==> config.mk <==
export PLATFORM = sky130hd
export DESIGN_NAME = sv32_ptw
export DESIGN_NICKNAME = d
export VERILOG_FILES = /design/src/rtl/sv32_ptw.sv
export SDC_FILE = /design/constraint.sdc
export NUM_CORES = 1
export LEC_CHECK = 0
export ABC_AREA = 1
export BUFFER_PORTS_ARGS = -buffer_cell sky130_fd_sc_hd__buf_4
export CORE_UTILIZATION = 50
export DETAILED_ROUTE_END_ITERATION = 16
export HOLD_SLACK_MARGIN = 0.15
export PLACE_DENSITY_LB_ADDON = 0.2
export SYNTH_ARGS = -nofsm -noshare
export SYNTH_HDL_FRONTEND = slang
export SYNTH_SLANG_ARGS = --single-unit
==> constraint.sdc <==
create_clock -name clk -period 5.3 [get_ports clk]
set_input_delay 0.265 -clock clk [delete_from_list [all_inputs] [get_ports clk]]
set_output_delay 0.265 -clock clk [all_outputs]
set_load 0.02 [all_outputs]
==> src/rtl/sv32_ptw.sv <==
// sv32_ptw: two-level Sv32-style page table walker issuing one PTE read per level.
// Optional feature: define PTW_MEGAPAGE_EN to complete valid level-1 leaves as megapages.
module sv32_ptw #(
    parameter logic [31:0] ROOT_BASE = 32'h0000_0400
) (
    input  logic        clk,
    input  logic        rst,
    input  logic        walk_req_valid_i,
    output logic        walk_req_ready_o,
    input  logic [19:0] walk_vpn_i,
    output logic        walk_resp_valid_o,
    input  logic        walk_resp_ready_i,
    output logic [19:0] walk_ppn_o,
    output logic [2:0]  walk_perm_o,
    output logic        walk_mega_o,
    output logic        walk_fault_o,
    output logic        mem_req_valid_o,
    input  logic        mem_req_ready_i,
    output logic [31:0] mem_addr_o,
    input  logic        mem_resp_valid_i,
    output logic        mem_resp_ready_o,
    input  logic [31:0] mem_data_i
);

    typedef enum logic [2:0] {
        S_IDLE    = 3'd0,
        S_L1_REQ  = 3'd1,
        S_L1_WAIT = 3'd2,
        S_L2_REQ  = 3'd3,
        S_L2_WAIT = 3'd4,
        S_RESP    = 3'd5
    } state_t;

    // Invalid PTE, or the reserved write-without-read encoding.
    function automatic logic pte_invalid(input logic [31:0] pte);
        return (pte[0] == 1'b0) || (pte[2] && !pte[1]);
    endfunction

    function automatic logic pte_is_leaf(input logic [31:0] pte);
        return |pte[3:1];
    endfunction

    state_t      state_q, state_d;
    logic [19:0] vpn_q, vpn_d;
    logic        mem_req_valid_q, mem_req_valid_d;
    logic [31:0] mem_addr_q, mem_addr_d;
    logic        resp_valid_q, resp_valid_d;
    logic [19:0] ppn_q, ppn_d;
    logic [2:0]  perm_q, perm_d;
    logic        mega_q, mega_d;
    logic        fault_q, fault_d;

    // State register and registered outputs.
    always_ff @(posedge clk) begin
        if (rst) begin
            state_q         <= S_IDLE;
            vpn_q           <= 20'd0;
            mem_req_valid_q <= 1'b0;
            mem_addr_q      <= 32'd0;
            resp_valid_q    <= 1'b0;
            ppn_q           <= 20'd0;
            perm_q          <= 3'd0;
            mega_q          <= 1'b0;
            fault_q         <= 1'b0;
        end else begin
            state_q         <= state_d;
            vpn_q           <= vpn_d;
            mem_req_valid_q <= mem_req_valid_d;
            mem_addr_q      <= mem_addr_d;
            resp_valid_q    <= resp_valid_d;
            ppn_q           <= ppn_d;
            perm_q          <= perm_d;
            mega_q          <= mega_d;
            fault_q         <= fault_d;
        end
    end

    // Next-state and next-output logic for the walk sequence.
    always_comb begin
        state_d         = state_q;
        vpn_d           = vpn_q;
        mem_req_valid_d = mem_req_valid_q;
        mem_addr_d      = mem_addr_q;
        resp_valid_d    = resp_valid_q;
        ppn_d           = ppn_q;
        perm_d          = perm_q;
        mega_d          = mega_q;
        fault_d         = fault_q;

        case (state_q)
            S_IDLE: begin
                if (walk_req_valid_i) begin
                    vpn_d           = walk_vpn_i;
                    mem_req_valid_d = 1'b1;
                    mem_addr_d      = ROOT_BASE + {20'd0, walk_vpn_i[19:10], 2'b00};
                    state_d         = S_L1_REQ;
                end else begin
                    state_d = S_IDLE;
                end
            end
            // Valid drops right after the handshake so memory never sees a second request.
            S_L1_REQ, S_L2_REQ: begin
                if (mem_req_valid_q && mem_req_ready_i) begin
                    mem_req_valid_d = 1'b0;
                    state_d         = (state_q == S_L1_REQ) ? S_L1_WAIT : S_L2_WAIT;
                end else begin
                    state_d = state_q;
                end
            end
            S_L1_WAIT: begin
                if (mem_resp_valid_i) begin
                    resp_valid_d = 1'b1;
                    ppn_d        = 20'd0;
                    perm_d       = 3'd0;
                    mega_d       = 1'b0;
                    fault_d      = 1'b1;
                    state_d      = S_RESP;
                    if (pte_invalid(mem_data_i)) begin
                        fault_d = 1'b1;
                    end else if (pte_is_leaf(mem_data_i)) begin
`ifdef PTW_MEGAPAGE_EN
                        ppn_d   = {mem_data_i[31:22], vpn_q[9:0]};
                        perm_d  = mem_data_i[3:1];
                        mega_d  = 1'b1;
                        fault_d = 1'b0;
`else
                        fault_d = 1'b1;
`endif
                    end else begin
                        resp_valid_d    = 1'b0;
                        fault_d         = 1'b0;
                        mem_req_valid_d = 1'b1;
                        mem_addr_d      = {mem_data_i[31:4], 4'b0000} + {20'd0, vpn_q[9:0], 2'b00};
                        state_d         = S_L2_REQ;
                    end
                end else begin
                    state_d = S_L1_WAIT;
                end
            end
            S_L2_WAIT: begin
                if (mem_resp_valid_i) begin
                    resp_valid_d = 1'b1;
                    mega_d       = 1'b0;
                    state_d      = S_RESP;
                    if (pte_invalid(mem_data_i) || !pte_is_leaf(mem_data_i)) begin
                        ppn_d   = 20'd0;
                        perm_d  = 3'd0;
                        fault_d = 1'b1;
                    end else begin
                        ppn_d   = mem_data_i[31:12];
                        perm_d  = mem_data_i[3:1];
                        fault_d = 1'b0;
                    end
                end else begin
                    state_d = S_L2_WAIT;
                end
            end
            S_RESP: begin
                if (walk_resp_ready_i) begin
                    resp_valid_d = 1'b0;
                    ppn_d        = 20'd0;
                    perm_d       = 3'd0;
                    mega_d       = 1'b0;
                    fault_d      = 1'b0;
                    state_d      = S_IDLE;
                end else begin
                    state_d = S_RESP;
                end
            end
            default: begin
                state_d         = S_IDLE;
                mem_req_valid_d = 1'b0;
                resp_valid_d    = 1'b0;
            end
        endcase
    end

    assign walk_req_ready_o  = (state_q == S_IDLE);
    assign mem_resp_ready_o  = (state_q == S_L1_WAIT) || (state_q == S_L2_WAIT);
    assign walk_resp_valid_o = resp_valid_q;
    assign walk_ppn_o        = ppn_q;
    assign walk_perm_o       = perm_q;
    assign walk_mega_o       = mega_q;
    assign walk_fault_o      = fault_q;
    assign mem_req_valid_o   = mem_req_valid_q;
    assign mem_addr_o        = mem_addr_q;

endmodule
; Word-level counts from Yosys, hierarchy flattened
; Index checks and enable logic that the tools add are counted.
; Widths: inputs -> output; s select.
[op_classes]
n_reduce_logical = 22
n_eq_ne = 13
div_mod_pow = 0
muxes = 41
mul = 0
n_shift = 0
add_sub_neg = 2
order_cmp = 0
bitwise = 3
[op_table]
columns = op, n
row1 = $mux 32, 4
row2 = $mux 20, 4
row3 = $pmux 32 s2, 1
row4 = $pmux 20 s3, 1
row5 = $add 32x12->32, 1
row6 = $mux 3, 10
row7 = $mux 1, 15
row8 = $pmux 3 s5, 1
row9 = $ne 2x2->1 const B, 7
row10 = $add 11x12->13 const A, 1
row11 = $pmux 3 s3, 1
row12 = $pmux 1 s4, 2
row13 = $reduce_and 4->1, 2
row14 = $eq 3x2->1 const B, 2
row15 = $eq 3x3->1 const B, 2
row16 = $reduce_and 6->1, 1
row17 = $reduce_or 2->1, 3
row18 = $reduce_or 3->1, 2
row19 = $reduce_and 5->1, 1
row20 = $reduce_bool 2->1, 2
row21 = $eq 3x1->1 const B, 1
row22 = $logic_not 3->1, 1
row23 = $logic_or 1x1->1, 3
row24 = $not 1->1, 3
row25 = other kinds (8), 10
[totals]
mem_bits_ro = 0
output_inout_bits = 61
regBits = 72
latchBits = 0
mem_bits_rw = 0
input_bits = 58
wordCells = 90
mem_count = 0

; Depth between registers and ports, before layout
; Gate-level depths: netlist of the first run.
[logic_depth]
word_depth = 7
ltp_mapped = 13
depth_no_buf = 13

; Worst setup path before layout of the first run
; OpenSTA, ideal clock, no wires.
[synth_timing]
kind = reg2reg
from = register vpn_q[2]
to = register mem_addr_q[16], in the netlist mem_addr_o[16]
setup_slack_ns = 3.474
required_ns = 5.234
stages_incl_launch_ff = 13
arrival_time_ns = 1.760
n_path_buf = 0
synth_period_minus_slack_ns = 1.826
setup_ns = 0.066
path_cell_list = dfxtp_1 ha_1 inv_1 fa_1 inv_1 nand3_1 nand3_1 nand2_1 nand2_1 inv_1 o21bai_1 nand3_2 a21oi_2
[synth_via]
elab_chain_len = 5
[synth_rtl]
columns = item, line
row1 = start: declaration, 44  ; logic [19:0] vpn_q, vpn_d;
row2 = start signal: assignment, 67  ; vpn_q <= vpn_d;
row3 = $add 32x12->32, 133  ; mem_addr_d = {mem_data_i[31:4], 4'b0000} + {20'd0, vpn_q[9:0], 2'b00};
row4 = $mux 32, 120  ; end else if (pte_is_leaf(mem_data_i)) begin
row5 = $mux 32, 118  ; if (pte_invalid(mem_data_i)) begin
row6 = $mux 32, 111  ; if (mem_resp_valid_i) begin
row7 = $pmux 32 s2, 90  ; case (state_q)
row8 = end signal: assignment, 69  ; mem_addr_q <= mem_addr_d;
row9 = end: declaration, 46  ; logic [31:0] mem_addr_q, mem_addr_d;
; No other way between the ends. The select of a mux whose other input is x is not followed.
; A chain may end at the register's enable or synchronous reset.

; Final worst setup path of the first run
; Same ends and word-level chain as after synthesis.

==> flow_summary_export.csv, run 1 <==
group,metric,value,unit
yosys,async_flop_share,0,
yosys,synth-seq-cells,69,
yosys,mappedNetlistArea,4050,um2
clocking,path_clk_slew,0.09,ns
placement,place.port_buffers,115,
global_route,grt_pass1_vias,3910,
clocking,cts-root-to-sink-buffers,2,
clocking,cts_tree,"done",
floorplan,std_cell_rows,32,
run_status,status,"finished clean",
setup_path,cp.buffers_inverters,3,
sta,slew_headroom,0.334,
layout,finalInstanceArea,5200,um2
sta,min_period_over_period,0.441,
setup_path,worst_r2r_path_depth,12,
yosys,yosysTopAreaCellShare,0.341,
hold_path,hold_depth,3,
setup_path,path_class,"flop to flop",
setup_path,worst_ep_arrival_time,2.63,ns
yosys,ys_seq_area_frac,0.341,
setup_path,worstSetupEndpointType,"flop",
yosys,synth.lib_cells_used.distinct,42,
setup_path,critPathMaxFanout,8,
global_route,grt_start_max_net_pins,41,
routing,drc,0,
global_route,grt_antenna_before_repair,0,
floorplan,top_level_ports,119,
clocking,clkLatencyLatePin,0.35,ns
setup_path,reg2reg_slack,2.96,ns
clocking,htreeDepth,3,
floorplan,dieArea,8460,um2
setup_path,cpMaxStageDelayCell,"sky130_fd_sc_hd__fa_1",
layout,layout_overhead_on_the_synthesized_area,28.4,%
layout,multi_input_comb_area,2260,um2
floorplan,initial_utilization,0.521,
sta,tightest_slew,0.996,ns
global_route,overflow,0,
yosys,multiplexer_share_of_the_synthesized_area,0,
clocking,post_cts.resized_instances,0,
routing,first_pass_iters,5,
yosys,synth_compound_gate_area_share,0.155,
yosys,synth-xor-area-share,0.00433,
floorplan,die_x,92.0,um
sta,setup-violations-final,0,
yosys,post_synth_and_or_nand_nor_area_fraction,0.364,
yosys,netlist_instances,607,
yosys,post-synth-top-area-cell,"sky130_fd_sc_hd__dfxtp_1",
clocking,cts.root.buffer_cell,"sky130_fd_sc_hd__clkbuf_8",
yosys,synth-warning-count,0,
sta,final_skew,0.0106,ns
routing,average_wire_per_cell_in_the_routed_design,13.9,um
setup_path,cp_cell_sequence,"ha_1 > inv_1 > fa_1 > inv_1 > nand3_1 > nand3_1 > nand2_1 > nand2_1 > inv_1 > o21bai_1 > nand3_2 > a21oi_2",
routing,wl,11.5,mm
layout,drive_gt1_frac,0.230,
routing,antenna_violating_nets_post_route,0,
placement,detailed_place.area,4900,um2
sta,final-max-slew-violation-count,0,
yosys,yosys.area_share.adder,0.0328,
clocking,cts_buffers,9,
layout,seqCellArea,1380,um2
yosys,yosys-top-cells-area,"sky130_fd_sc_hd__dfxtp_1 (34%), sky130_fd_sc_hd__nand2_1 (15%), sky130_fd_sc_hd__nand3_1 (7.7%), sky130_fd_sc_hd__nor2_1 (6.3%), sky130_fd_sc_hd__inv_1 (6.2%)",
run,max_cap_viol_count,0,
routing,vias_per_cell,5.27,
sta,fin_tns_setup,0,ns
yosys,dominant_combinational_cell_family_by_area_after_synthesis,"simple AND/OR/NAND/NOR gates",
power_and_ir_drop,leakage,2.48,nW
layout,finish.net_count,790,
floorplan,core-area,7770,um2
power_and_ir_drop,pwr_density_cell,354,nW/um2
clocking,cts.sinks,69,
yosys,synthMostInstantiatedCell,"sky130_fd_sc_hd__nand2_1",
setup_path,wp_depth,12,
setup_path,critPathLaunchType,"flop",
setup_path,cp_slowest_stage_delay,0.38,ns
layout,antenna_cells,0,
yosys,average_instance_area_after_synthesis,6.67,um2
power_and_ir_drop,power.total,1.84,mW
floorplan,die_y,92.0,um
global_route,grt_first_pass_wirelength,18.8,mm
sta,finalHoldViolations,0,
power_and_ir_drop,vdd_ir_drop_max,0.000247,V
placement,detailedPlacementHpwl,8.53,mm
routing,drtIter0Drc,244,
yosys,synth_edf_count,0,
global_route,combined_global_route_utilization_of_all_metal_layers,0.278,
sta,fin_hold_ws,0.173,ns
setup_path,critical-path-top-cell-by-count,"sky130_fd_sc_hd__inv_1",
routing,vias,4367,
sta,setup_repair_after_global_routing_missed_its_margin,"false",
sta,finalCriticalPeriod,2.34,ns
hold_path,hold_path_class,"primary input to flop",
yosys,yosys-top-cells-count,"sky130_fd_sc_hd__nand2_1 (157), sky130_fd_sc_hd__dfxtp_1 (69), sky130_fd_sc_hd__nor2_1 (68)",
placement,routability_cong,0.934,
setup_path,cpLargestDelayFamily,"simple AND/OR/NAND/NOR gates",
setup_path,worst_ep_required,5.59,ns
layout,fillerInstances,735,
yosys,synth_flop_cell,"sky130_fd_sc_hd__dfxtp_1",
sta,max_freq,428,MHz
-- worst register-to-register path, delay by kind of cell (launching register included) --
family / cells / cell delay (ns)
flops: 1 / 0.35
fa+ha+maj: 2 / 0.57
buf+inv: 3 / 0.35
compound gates: 2 / 0.34
simple gates: 5 / 0.66
-- layout make-up --
cell class              instances  area share
multi-input cells             447       0.435
well taps                     102      0.0246
inverters                      70      0.0515
clock inverters                 7      0.0137
repair buffers                125       0.185
clock buffers                   9      0.0238
flip-flops and latches         69       0.266
-- power breakdown --
group	total, mW	switching (mW)	internal, mW
sequential	0.661	0.0538	0.607
clock	0.437	0.250	0.187
combinational	0.742	0.481	0.262
-- sequential cells by signal (all words and copies together), names as in the netlist --
name / flops
walk_perm_o: 3
vpn_q: 10
walk_ppn_o: 20
mem_req_valid_o: 1
mem_addr_o: 30
walk_resp_valid_o: 1
walk_fault_o: 1
state_q: 3
-- stage by stage --
stage / utilization / cells / worst slack [ns]
3_5_place_dp: 0.631 / 803 / 3.02
2_1_floorplan: - / 609 / 3.47
4_1_cts: 0.669 / 829 / 3.00
3_3_place_gp: 0.631 / 803 / 3.08
5_1_grt: 0.669 / 829 / 2.79
6_report: 0.669 / 829 / 2.96
-- worst paths after layout --
kind                                    start                     endpoint
setup / recovery        vpn_q[2]$_SDFFE_PP0P_  mem_addr_o[16]$_SDFFE_PP0P_
hold / removal                  mem_data_i[2]  walk_perm_o[1]$_SDFFE_PP0P_
setup reg to reg        vpn_q[2]$_SDFFE_PP0P_  mem_addr_o[16]$_SDFFE_PP0P_
hold reg to reg   mem_addr_o[24]$_SDFFE_PP0P_  mem_addr_o[24]$_SDFFE_PP0P_
-- logic make-up (layout without fill, tap and decap cells) --
family,after synthesis,in the layout
buffers and inverters,93,211
xor gates and xnor gates,2,2
adders and majority gates,10,10
DFF,69,69
other,1,3
AOI/OAI and AO/OA,109,109
and+or+nand+nor,323,323
-- metal layers --
metal	up-vias	GRT usage	wire (um)
li1	2198	-	-
met1	1991	0.375	5360
met2	158	0.440	5160
met3	20	0.0597	739
met4	0	0.0885	232
met5	-	0	0
-- layout by cell type (no fill, tap or decap), types with 4 or more instances in the layout --
cell type,instances
sky130_fd_sc_hd__inv_1,67
sky130_fd_sc_hd__dlygate4sd3_1,10
sky130_fd_sc_hd__buf_4,115
sky130_fd_sc_hd__nand3b_1,5
sky130_fd_sc_hd__nand3_2,11
sky130_fd_sc_hd__dfxtp_1,69
sky130_fd_sc_hd__ha_1,9
sky130_fd_sc_hd__nand4_1,6
sky130_fd_sc_hd__nand2_1,157
sky130_fd_sc_hd__nor2_1,68
sky130_fd_sc_hd__o21ai_0,34
sky130_fd_sc_hd__a31oi_1,4
sky130_fd_sc_hd__a21oi_1,47
sky130_fd_sc_hd__a21oi_2,10
sky130_fd_sc_hd__nand3_1,62
sky130_fd_sc_hd__clkbuf_8,9
sky130_fd_sc_hd__inv_8,4
-- repair_timing --
action                    CTS  global route
hold endpoints to repair   10             0
hold buffers               10             0
buffers inserted            0             0
No activity file was read; power rests on OpenSTA's default activity.
==> inputs of run 2 (changes only) <==
==> constraint.sdc (replaced) <==
create_clock -name clk -period 2.2 [get_ports clk]
set_input_delay 0.11 -clock clk [delete_from_list [all_inputs] [get_ports clk]]
set_output_delay 0.11 -clock clk [all_outputs]
set_load 0.02 [all_outputs]
==> flow_summary_export.csv, run 2 (synthesis results as in run 1) <==
group,metric,value,unit
run_status,status,"finished clean",
placement,placed_cells,808,
sta,finalCriticalPeriod,1.98,ns
sta,final.setup.worst_slack,0.224,ns
sta,tightest_slew,0.780,ns
layout,fillerInstances,678,
setup_path,worst_r2r_startpoint,"vpn_q[2]$_SDFFE_PP0P_",
floorplan,die_x,92.0,um
routing,antenna_violating_nets_post_route,0,
sta,max_freq,506,MHz
layout,finish.net_count,830,
clocking,path_clk_slew,0.08,ns
routing,average_wire_per_cell_in_the_routed_design,14.3,um
layout,finish.cell_count_without_fillers,869,
run,max_cap_viol_count,0,
clocking,htreeDepth,3,
clocking,cts-root-to-sink-buffers,2,
global_route,overflow,0,
clocking,cts_buffers,9,
sta,setup-violations-final,0,
global_route,grt_most_used_layer,"met2",
sta,finalHoldViolations,0,
layout,layout_overhead_on_the_synthesized_area,38.6,%
global_route,grt_pass1_vias,4432,
hold_path,hold_path_class,"primary input to flop",
sta,slew_headroom,0.479,
global_route,grt_use_met3,0.0448,
sta,min_period_over_period,0.898,
routing,drtIter0Drc,283,
setup_path,reg2reg_slack,0.22,ns
placement,routability_cong,0.853,
floorplan,initial_utilization,0.521,
layout,antenna_cells,0,
setup_path,rr_endpoint,"mem_addr_o[16]$_SDFFE_PP0P_",
global_route,combined_global_route_utilization_of_all_metal_layers,0.307,
setup_path,worstSetupEndpointType,"flop",
layout,number_of_flip_flops_in_the_largest_register,30,
routing,drc,0,
clocking,cts_tree,"done",
power_and_ir_drop,pwr_density_cell,816,nW/um2
clocking,cts.sinks,69,
setup_path,critPathMaxFanout,8,
setup_path,worst_r2r_path_depth,12,
power_and_ir_drop,power.total,4.58,mW
power_and_ir_drop,leakage,2.65,nW
placement,preCtsSetupSlack,0.143,ns
sta,fin_tns_setup,0,ns
global_route,grt_start_max_net_pins,41,
setup_path,critical_path.endpoint,"mem_addr_o[16]$_SDFFE_PP0P_",
setup_path,worst_ep_arrival_time,2.25,ns
floorplan,core-area,7770,um2
setup_path,critPathLaunchType,"flop",
routing,first_pass_iters,5,
setup_path,path_class,"flop to flop",
hold_path,timing.hold.worst.start,"walk_vpn_i[19]",
sta,final_skew,0.0124,ns
layout,drive_gt1_frac,0.228,
sta,setup_repair_after_global_routing_missed_its_margin,"false",
layout,final_common_cell,"sky130_fd_sc_hd__nand2_1",
clocking,cts.root.buffer_cell,"sky130_fd_sc_hd__clkbuf_8",
global_route,grt_first_pass_wirelength,20.7,mm
placement,place.port_buffers,115,
power_and_ir_drop,vdd_ir_drop_max,0.000647,V
routing,vias_per_cell,5.25,
layout,final_cell_mix,"sky130_fd_sc_hd__nand2_1 (156), sky130_fd_sc_hd__buf_4 (119), sky130_fd_sc_hd__dfxtp_1 (69)",
routing,wl,12.4,mm
routing,vias,4561,
setup_path,worst_ep_required,2.47,ns
placement,detailedPlacementHpwl,8.84,mm
global_route,grt_use_met2,0.517,
setup_path,critical_path.startpoint,"vpn_q[2]$_SDFFE_PP0P_",
floorplan,dieArea,8460,um2
clocking,clkLatencyLatePin,0.35,ns
global_route,met1_track_utilization_from_global_routing,0.390,
floorplan,std_cell_rows,32,
global_route,grt_antenna_before_repair,0,
sta,final-max-slew-violation-count,0,
floorplan,top_level_ports,119,
floorplan,die_y,92.0,um
[run 2: cell count changes in the layout (fill, tap and decap cells not counted), moves of 3 or more]
| cell | delta |
|---|---|
| sky130_fd_sc_hd__clkinv_2 | +3 |
| sky130_fd_sc_hd__inv_8 | -4 |
| sky130_fd_sc_hd__buf_4 | +4 |
| sky130_fd_sc_hd__dlygate4sd3_1 | +35 |
[run 2: metal layers]
layer | vias up | wire length [um]
met3 | 31 | 786
met1 | 2074 | 5430
li1 | 2282 | -
met5 | - | 0
met2 | 174 | 5870
met4 | 0 | 350
[run 2: worst min-delay path by stage]
stage	end	slack, ns	cells past startpoint
after floorplan	vpn_q[0]$_SDFFE_PP0P_	0.24	2
after global placement	vpn_q[5]$_SDFFE_PP0P_	0.33	3
after detailed placement	vpn_q[5]$_SDFFE_PP0P_	0.35	3
after CTS	mem_addr_o[4]$_SDFFE_PP0P_	0.20	4
after global routing	state_q[2]$_SDFFE_PP0N_	0.23	2
final	mem_addr_o[11]$_SDFFE_PP0P_	0.21	4
[run 2: layout make-up]
class                   instances  area [um2]  area share
multi-input cells             447        2270       0.405
well taps                     102         128      0.0227
clock inverters                 6        61.3      0.0109
flip-flops and latches         69        1380       0.246
clock buffers                  10         138      0.0245
inverters                      70         268      0.0477
repair buffers                165        1360       0.243
[run 2: report_power, final]
| group | leakage (nW) | switching (mW) | internal [mW] |
|---|---|---|---|
| Sequential | 0.563 | 0.130 | 1.46 |
| Combinational | 1.99 | 1.20 | 0.728 |
| Clock | 0.102 | 0.510 | 0.553 |
| Total | 2.65 | 1.84 | 2.74 |
[run 2: critical path: stages, from the launching register on]
cell and delay [ns]:
sky130_fd_sc_hd__dfxtp_1 0.35, sky130_fd_sc_hd__ha_2 0.19, sky130_fd_sc_hd__inv_1 0.05, sky130_fd_sc_hd__fa_1 0.39
sky130_fd_sc_hd__inv_2 0.09, sky130_fd_sc_hd__nand3_1 0.07, sky130_fd_sc_hd__nand3_1 0.11, sky130_fd_sc_hd__nand2_1 0.11
sky130_fd_sc_hd__nand2_4 0.11, sky130_fd_sc_hd__inv_1 0.08, sky130_fd_sc_hd__o21bai_1 0.15, sky130_fd_sc_hd__nand3_2 0.08
sky130_fd_sc_hd__a21oi_2 0.11
[run 2: per-stage QoR]
stage | area (um2) | hold slack (ns) | util
floorplan | 4060 | 0.245 | -
CTS | 5600 | 0.195 | 0.721
detailed placement | 4950 | 0.347 | 0.638
global placement | 4950 | 0.333 | 0.638
finish | 5610 | 0.208 | 0.722
global route | 5610 | 0.226 | 0.722
[run 2: what timing repair did]
item                                    4_1_cts  5_1_grt
setup buffers                                 0        0
hold buffers                                 45        0
hold endpoints to repair                     55        0
endpoints found under the setup margin        0        5
resized for setup                             0        4
==> inputs of run 3 (changes only) <==
--- a/config.mk
+++ b/config.mk
@@ -7,8 +7,9 @@
 export LEC_CHECK = 0
 export ABC_AREA = 1
 export BUFFER_PORTS_ARGS = -buffer_cell sky130_fd_sc_hd__buf_4
-export CORE_UTILIZATION = 50
+export CORE_UTILIZATION = 55
 export DETAILED_ROUTE_END_ITERATION = 16
+export GPL_TIMING_DRIVEN = 0
 export HOLD_SLACK_MARGIN = 0.15
 export PLACE_DENSITY_LB_ADDON = 0.2
 export SYNTH_ARGS = -nofsm -noshare
==> constraint.sdc (replaced) <==
create_clock -name clk -period 2.4 [get_ports clk]
set_input_delay 0.12 -clock clk [delete_from_list [all_inputs] [get_ports clk]]
set_output_delay 0.12 -clock clk [all_outputs]
set_load 0.02 [all_outputs]
==> flow_summary_export.csv, run 3 (synthesis results as in run 1) <==
group,metric,value,unit
floorplan,die_x,87.8,um
setup_path,worst_ep_arrival_time,2.43,ns
floorplan,dieArea,7710,um2
sta,final_skew,0.0176,ns
sta,final-max-slew-violation-count,0,
clocking,path_clk_slew,0.09,ns
sta,tightest_slew,0.614,ns
sta,fin_hold_ws,0.187,ns
global_route,grt_first_pass_wirelength,20.7,mm
setup_path,worstSetupEndpointType,"flop",
floorplan,std_cell_rows,30,
layout,final_cell_mix,"sky130_fd_sc_hd__nand2_1 (156), sky130_fd_sc_hd__buf_4 (121), sky130_fd_sc_hd__dfxtp_1 (69)",
sta,setup_repair_after_global_routing_missed_its_margin,"false",
sta,slew_headroom,0.589,
setup_path,critPathMaxFanout,8,
sta,min_period_over_period,0.898,
routing,drtIter0Drc,317,
layout,antenna_cells,0,
global_route,grt_start_max_net_pins,15,
layout,finish.net_count,848,
global_route,grt_pass1_vias,4502,
power_and_ir_drop,vdd_ir_drop_max,0.000542,V
placement,place.port_buffers,115,
routing,vias,4809,
clocking,cts.sinks,69,
sta,setup-violations-final,0,
hold_path,hold_path_class,"primary input to flop",
run,max_cap_viol_count,0,
routing,antenna_violating_nets_post_route,0,
layout,fillerInstances,463,
sta,fin_tns_setup,0,ns
setup_path,worst_ep_required,2.67,ns
routing,average_wire_per_cell_in_the_routed_design,15.0,um
setup_path,path_class,"flop to flop",
sta,max_freq,464,MHz
clocking,clkLatencyLatePin,0.34,ns
run_status,status,"finished clean",
power_and_ir_drop,pwr_density_cell,753,nW/um2
routing,drc,0,
routing,first_pass_iters,6,
power_and_ir_drop,leakage,2.70,nW
clocking,cts_tree,"done",
layout,multi_input_comb_area,2260,um2
floorplan,core-area,6940,um2
clocking,cts-root-to-sink-buffers,2,
clocking,htreeDepth,3,
layout,number_of_flip_flops_in_the_largest_register,30,
clocking,cts.root.buffer_cell,"sky130_fd_sc_hd__clkbuf_8",
sta,finalCriticalPeriod,2.15,ns
floorplan,initial_utilization,0.583,
layout,layout_overhead_on_the_synthesized_area,40.7,%
floorplan,die_y,87.8,um
sta,finalHoldViolations,0,
routing,vias_per_cell,5.46,
placement,detailedPlacementHpwl,9.40,mm
global_route,combined_global_route_utilization_of_all_metal_layers,0.351,
routing,wl,13.3,mm
layout,seqCellArea,1380,um2
placement,routability_cong,0.874,
layout,drive_gt1_frac,0.232,
global_route,overflow,0,
floorplan,top_level_ports,119,
layout,final_common_cell,"sky130_fd_sc_hd__nand2_1",
global_route,grt_antenna_before_repair,0,
setup_path,critPathLaunchType,"flop",
clocking,cts_buffers,9,
run 3: changes by cell type in the layout (fill, tap and decap cells not counted), sizes merged:
cell / delta
clkinvlp: +2
clkinv: -3
clkbuf: +9
buf: +8
inv: +2
run 3: repair_timing:
action / CTS / global route
gates resized for setup: 0 / 1
endpoints found under the setup margin: 0 / 2
hold endpoints to repair: 51 / 0
buffers inserted: 0 / 0
hold buffers: 45 / 0
run 3: critical path: stages (launching register included):
cell and delay [ns]:
sky130_fd_sc_hd__dfxtp_1 0.35, sky130_fd_sc_hd__ha_1 0.20, sky130_fd_sc_hd__inv_1 0.06, sky130_fd_sc_hd__fa_1 0.38
sky130_fd_sc_hd__inv_1 0.14, sky130_fd_sc_hd__nand3_1 0.09, sky130_fd_sc_hd__nand3_1 0.11, sky130_fd_sc_hd__nand2_1 0.09
sky130_fd_sc_hd__nand2_2 0.15, sky130_fd_sc_hd__inv_1 0.11, sky130_fd_sc_hd__o21bai_1 0.14, sky130_fd_sc_hd__nand3_1 0.10
sky130_fd_sc_hd__a21oi_1 0.16
run 3: cell type report:
type,count,area share
Tap cell,96,0.0211
Sequential cell,69,0.242
Multi-Input combinational cell,447,0.398
Timing Repair Buffer,160,0.231
Inverter,70,0.0470
Clock inverter,7,0.0143
Buffer,23,0.0253
Clock buffer,9,0.0217
run 3: worst paths after layout:
kind	from	endpoint	slack [ns]	cells past startpoint
min	walk_vpn_i[3]	vpn_q[3]$_SDFFE_PP0P_	0.19	3
min reg2reg	mem_addr_o[17]$_SDFFE_PP0P_	mem_addr_o[17]$_SDFFE_PP0P_	0.46	2
max	vpn_q[2]$_SDFFE_PP0P_	mem_addr_o[28]$_SDFFE_PP0P_	0.25	12
max reg2reg	vpn_q[2]$_SDFFE_PP0P_	mem_addr_o[28]$_SDFFE_PP0P_	0.25	12
run 3: per-stage QoR:
step	std cells	cell area, um2	utilization	setup WS, ns	total power [mW]
floorplan	609	4060	-	0.574	2.57
finish	881	5700	0.820	0.246	4.29
CTS	881	5690	0.820	0.215	4.24
global route	881	5700	0.820	0.0245	4.51
detailed placement	820	5040	0.726	0.256	3.20
global placement	820	5040	0.726	0.298	3.16
run 3: layer usage:
| layer | share of wire | global-route usage | vias to the layer above |
|---|---|---|---|
| met1 | 0.41 | 0.439 | 2182 |
| met4 | 0.033 | 0.162 | 0 |
| met5 | 0 | 0 | - |
| met2 | 0.47 | 0.593 | 261 |
| met3 | 0.086 | 0.0537 | 46 |
| li1 | - | - | 2320 |
run 3: where the power goes:
| group | internal (mW) | leakage [nW] | switching [mW] |
|---|---|---|---|
| Clock | 0.495 | 0.0944 | 0.505 |
| Combinational | 0.687 | 2.04 | 1.13 |
| Sequential | 1.34 | 0.563 | 0.132 |
| Total | 2.52 | 2.70 | 1.77 |
